## config.mk

```make
export PLATFORM = sky130hd
export DESIGN_NAME = ddr_port_arbiter
export DESIGN_NICKNAME = d
export VERILOG_FILES = /design/src/rtl/ddr_port_arbiter_pkg.sv /design/src/rtl/ddr_port_arbiter_pick.sv /design/src/rtl/ddr_port_arbiter.sv
export SDC_FILE = /design/constraint.sdc
export NUM_CORES = 1
export LEC_CHECK = 0
export CAP_MARGIN = 10
export CORE_MARGIN = 2
export CORE_UTILIZATION = 50
export CTS_CLUSTER_DIAMETER = 60
export CTS_CLUSTER_SIZE = 16
export DETAILED_ROUTE_END_ITERATION = 7
export GPL_TIMING_DRIVEN = 0
export PLACE_DENSITY = 0.78
export REMOVE_ABC_BUFFERS = 1
export SLEW_MARGIN = 5
export SYNTH_ARGS = -nofsm -noshare
export SYNTH_HDL_FRONTEND = slang
export SYNTH_HIERARCHICAL = 1
export SYNTH_SLANG_ARGS = --single-unit
```

## constraint.sdc

```tcl
create_clock -name clk -period 2.4 [get_ports clk]
set_input_delay 0.24 -clock clk [delete_from_list [all_inputs] [get_ports clk]]
set_output_delay 0.24 -clock clk [all_outputs]
set_load 0.01 [all_outputs]
```

## src/rtl/ddr_port_arbiter_pkg.sv

```systemverilog
// ddr_port_arbiter_pkg: shared FSM state encoding and transfer direction constants
package ddr_port_arbiter_pkg;
  typedef enum logic [1:0] {IDLE = 2'd0, CMD = 2'd1, XFER = 2'd2, DONE = 2'd3} state_t;
  localparam logic LD = 1'b0;
  localparam logic ST = 1'b1;
endpackage

```

## src/rtl/ddr_port_arbiter_pick.sv

```systemverilog
// ddr_arb_pick: store-first arbitration with load anti-starvation and same-tag RAW guard
module ddr_arb_pick
  import ddr_port_arbiter_pkg::*;
#(
  parameter int TAG_W      = 1,
  parameter int MAX_STREAK = 4
) (
  input  logic             clk,
  input  logic             reset,
  input  logic             ld_req,
  input  logic             st_req,
  input  logic [TAG_W-1:0] ld_tag,
  input  logic [TAG_W-1:0] st_tag,
  input  logic             take,
  output logic             valid,
  output logic             dir
);
  localparam int SW = $clog2(MAX_STREAK + 1);
  logic [SW-1:0] streak;
  logic          sat;
  always_comb begin
    sat   = streak == SW'(MAX_STREAK);
    valid = ld_req | st_req;
    dir   = !ld_req ? ST : !st_req ? LD : (sat && ld_tag != st_tag) ? LD : ST;
  end
  // Only store grants can starve the other side, so only the store streak is tracked.
  always_ff @(posedge clk or negedge reset)
    if (!reset) streak <= '0;
    else if (take && valid) streak <= (dir == ST && ld_req) ? (sat ? streak : streak + 1'b1) : '0;
endmodule

```

## src/rtl/ddr_port_arbiter.sv

```systemverilog
// ddr_port_arbiter: shares one DDR command/beat port between load and store requesters
module ddr_port_arbiter
  import ddr_port_arbiter_pkg::*;
#(
  parameter int NUM_TAGS   = 2,
  parameter int TAG_W      = $clog2(NUM_TAGS),
  parameter int LEN_W      = 8,
  parameter int MAX_STREAK = 4
) (
  input  logic             clk,
  input  logic             reset,
  input  logic             ld_req,
  input  logic [LEN_W-1:0] ld_len,
  input  logic [TAG_W-1:0] ld_tag,
  output logic             ld_gnt,
  output logic             ld_done,
  input  logic             st_req,
  input  logic [LEN_W-1:0] st_len,
  input  logic [TAG_W-1:0] st_tag,
  output logic             st_gnt,
  output logic             st_done,
  output logic             mem_req,
  output logic             mem_is_wr,
  output logic [LEN_W-1:0] mem_len,
  output logic [TAG_W-1:0] mem_tag,
  input  logic             mem_ack,
  input  logic             mem_beat,
  output logic             busy
);
  state_t             state, state_d;
  logic               dir_q, dir_d, sel_valid, sel_dir, active_d;
  logic [LEN_W-1:0]   len_q, len_d;
  logic [TAG_W-1:0]   tag_q, tag_d;
  logic [LEN_W:0]     cnt_q, cnt_d;
  ddr_arb_pick #(.TAG_W(TAG_W), .MAX_STREAK(MAX_STREAK)) u_pick (
    .clk    (clk),
    .reset  (reset),
    .ld_req (ld_req),
    .st_req (st_req),
    .ld_tag (ld_tag),
    .st_tag (st_tag),
    .take   (state == IDLE),
    .valid  (sel_valid),
    .dir    (sel_dir)
  );
  always_comb begin
    state_d = state;
    dir_d   = dir_q;
    len_d   = len_q;
    tag_d   = tag_q;
    cnt_d   = cnt_q;
    case (state)
      IDLE: if (sel_valid) begin
        state_d = CMD;
        dir_d   = sel_dir;
        len_d   = sel_dir == ST ? st_len : ld_len;
        tag_d   = sel_dir == ST ? st_tag : ld_tag;
        cnt_d   = '0;
      end
      CMD: state_d = mem_ack ? XFER : CMD;
      XFER: if (mem_beat) begin
        cnt_d   = cnt_q + 1'b1;
        state_d = cnt_q == {1'b0, len_q} ? DONE : XFER;
      end
      default: state_d = IDLE;
    endcase
    active_d = state_d == CMD || state_d == XFER;
  end
  // Outputs are registered from next-state so they change exactly on state entry/exit.
  always_ff @(posedge clk or negedge reset)
    if (!reset) begin
      state     <= IDLE;
      dir_q     <= LD;
      len_q     <= '0;
      tag_q     <= '0;
      cnt_q     <= '0;
      ld_gnt    <= 1'b0;
      st_gnt    <= 1'b0;
      ld_done   <= 1'b0;
      st_done   <= 1'b0;
      mem_req   <= 1'b0;
      mem_is_wr <= 1'b0;
      mem_len   <= '0;
      mem_tag   <= '0;
    end else begin
      state     <= state_d;
      dir_q     <= dir_d;
      len_q     <= len_d;
      tag_q     <= tag_d;
      cnt_q     <= cnt_d;
      ld_gnt    <= active_d && dir_d == LD;
      st_gnt    <= active_d && dir_d == ST;
      ld_done   <= state_d == DONE && dir_d == LD;
      st_done   <= state_d == DONE && dir_d == ST;
      mem_req   <= state_d == CMD;
      mem_is_wr <= active_d && dir_d == ST;
      mem_len   <= active_d ? len_d : '0;
      mem_tag   <= active_d ? tag_d : '0;
    end
  assign busy = state != IDLE;
endmodule

```

==> results.toml <==
[pwr]
p_int_mw = 1.70
leakage_nw = 1.05
clockPowerShare = 0.166
power_density_nw_per_um2 = 1110
combPwrFrac = 0.432
switching_power_mw = 1.00
sw_frac_of_total = 0.371
seqPwrFrac = 0.403
power_mw = 2.70
irDropWorstVdd_v = 0.000544

[synth]
synthTopCellsByCount = "dfrtp_1 (38), mux2i_1 (15), nor2_1 (14)"
yosysMostFrequentCell = "dfrtp_1"
synth_cell_types = 40
synthCells = 178
async_flop_share = 1.00
synthFlopType = "dfrtp_1"
synthAdderAreaFrac = 0.0327
synth_compound_area_frac = 0.121
yosysWarnings = 6
synthSimpleGateAreaFrac = 0.161
synth_seq_cells = 38
syn_avg_cell_area_sq_um = 10.7
synth_top_family_by_area = "simple AND/OR/NAND/NOR gates"
synth-seq-area-share = 0.497
synth_xor_area_frac = 0.0412
synth_edf_count = 0
netlist.top_cell.by_area = "dfrtp_1"
synth_area_sq_um = 1910
synth_top_area_share = 0.497
synth_mux_area_frac = 0.103
synth_area_leaders = "dfrtp_1 (50%), mux2i_1 (7.8%), xnor2_1 (4.1%)"

[grt]
grt_pass1_vias = 1454
grt_pass1_wl_um = 6680
overflow = 0
grt_max_degree = 39
antenna_found_initial = 0
grt.total_usage = 0.206

[setup_path]
max_stage_delay_ns = 0.51
r2r_cells = 5
r2r_setup_slack_ns = 0.16
critPathSlowestCell = "dfrtp_1"
cp_max_fo = 12
endpoint_kind = "flip-flop"
cp-start-kind = "flip-flop"
reg2reg_to = "mem_len[2]"
path_class = "flip-flop to flip-flop"
crit_chain = "nand3b_1 > or2_2 > o32ai_2 > ha_1 > a211oi_1"
r2r_start = "state[0]"
worstPathArrival_ns = 2.43
worstPathRequired_ns = 2.59

[cts]
clockRootBuffer = "clkbuf_8"
cts_sinks = 38
clk_path_buf_depth = 2
cts-buffers-inserted = 5
cts-htree-levels = 2
postCtsSetupRepairBufs = 0
worst_skew_pair.late_latency_ns = 0.29
clk_pin_slew_ns = 0.07
cts_tree = "done"

[drt]
drtIter0Drc = 114
wl_per_cell_um = 15.2
ant_nets = 0
viasPerCell = 5.58
postRouteWirelength_um = 4020
vias = 1473
dr.pass1.iters = 4
post-route-drc-count = 0

[timing]
fin_crit_sh = 0.933
hold_viol = 0
worst_pin_slew_ns = 0.866
setup_violations = 0
clock_skew_ns = 0.00355
max-slew-margin-rel = 0.420
grt_setup_unrepaired = "no"
fin_hold_ws_ns = 0.0450
fin_ws_ns = 0.160
min_period_ns = 2.24
fin_tns_setup_ns = 0
fmax_mhz = 446
finalMaxSlewViolations = 0

[finish]
final_core_util = 0.661
insertedDiodeCount = 0
final_cell_count_no_fill = 264
design_area_sq_um = 2420
drive_gt1_frac = 0.106
area_growth_pct = 26.6
fin_nets = 244

[placement]
place_area_sq_um = 2320
dpl.cell_count = 256
place_congestion = 0.866
io_buffers = 39
post-place-ws_ns = -0.264
hpwl_um = 2910

[floorplanning]
io_pins = 40
core-area_sq_um = 3660
die_w_um = 65.9
die_height_um = 65.9
start_util = 0.523
row_count = 22
dieArea_sq_um = 4340

[run_status]
status = "completed"

[min_path]
hp-class = "input port to async pin"

[run]
maxCapViolations = 0
==> critical path, delay by kind of cell, from the launching register on <==
| family | cells | cell delay, ns |
|---|---|---|
| flops | 1 | 0.51 |
| fa+ha+maj | 1 | 0.43 |
| compound gates | 2 | 0.64 |
| simple gates | 2 | 0.55 |
==> metal layers <==
layer	vias up	wire (um)	part of all wire	track usage
met5	-	0	0	0
met4	0	70	0.017	0.0938
li1	710	-	-	-
met3	8	167	0.042	0.0375
met1	721	1670	0.41	0.250
met2	34	2120	0.53	0.355
==> cells in the final DEF (no fill, tap or decap), types with 3 or more instances in the layout <==
cell type        Yosys  routed
mux2i_1             15      15
dfrtp_1             38      37
nand2_1              9       9
inv_1                7       7
a22o_1               4       4
xnor2_1              9       9
clkbuf_8             0       6
nor2_1              14      14
a21oi_1             12      12
a211oi_1             9       9
nand2b_1             4       4
mux2_2               3       3
nor4b_1              3       3
or2_2                3       3
nand4_1              7       7
clkdlybuf4s50_1      0      38
ha_1                 5       5
o21ai_0              3       3
==> worst max path at each step <==
stage / from / to / slack (ns) / cells after the start
2_1_floorplan: state[1] / mem_len[0] / -0.20 / 3
3_3_place_gp: st_req / mem_len[2] / -1.30 / 5
3_5_place_dp: mem_beat / mem_len[2] / -0.26 / 6
4_1_cts: state[1] / mem_len[2] / 0.09 / 5
5_1_grt: state[0] / mem_len[2] / 0.005 / 5
6_report: state[0] / mem_len[2] / 0.16 / 5
==> logic make-up (layout without fill, tap and decap cells) <==
| family | after synthesis | in the layout |
|---|---|---|
| DFF | 38 | 38 |
| xor gates and xnor gates | 9 | 9 |
| and+or+nand+nor | 54 | 54 |
| adders and majority gates | 5 | 5 |
| buffers and inverters | 18 | 56 |
| muxes | 19 | 19 |
| AOI/OAI and AO/OA | 35 | 35 |
==> state kept, by name, indices dropped and copies added, names as in the netlist <==
register       cells
u_pick/streak      3
st_done            1
mem_len            8
ld_gnt             1
cnt_q              9
ld_done            1
dir_q              1
mem_is_wr          1
mem_req            1
tag_q              1
len_q              8
state              2
mem_tag            1
==> timing repair <==
| item | in CTS | in global routing |
|---|---|---|
| setup endpoints to repair | 2 | 2 |
| cloned | 0 | 0 |
| resized for setup | 1 | 1 |
| pin swaps | 0 | 0 |
| hold endpoints to repair | 0 | 0 |
| hold buffers | 0 | 0 |
==> power groups by stage <==
stage	Sequential (mW)	Clock [mW]	Combinational (mW)
final	1.09	0.447	1.16
after global routing	1.12	0.484	1.30
after CTS	1.08	0.451	1.18
after detailed placement	1.09	0	1.15
after global placement	1.08	0	1.10
after floorplan	1.10	0	0.648
==> layout make-up <==
class | instances | area, sq um
fillers | 294 | 1240
flip-flops and latches | 38 | 952
multi-input cells | 122 | 891
repair buffers | 40 | 397
clock buffers | 7 | 86.3
well taps | 48 | 60.1
inverters | 8 | 30.0
clock inverters | 1 | 5.00
(Power assumes the default switching activity.)
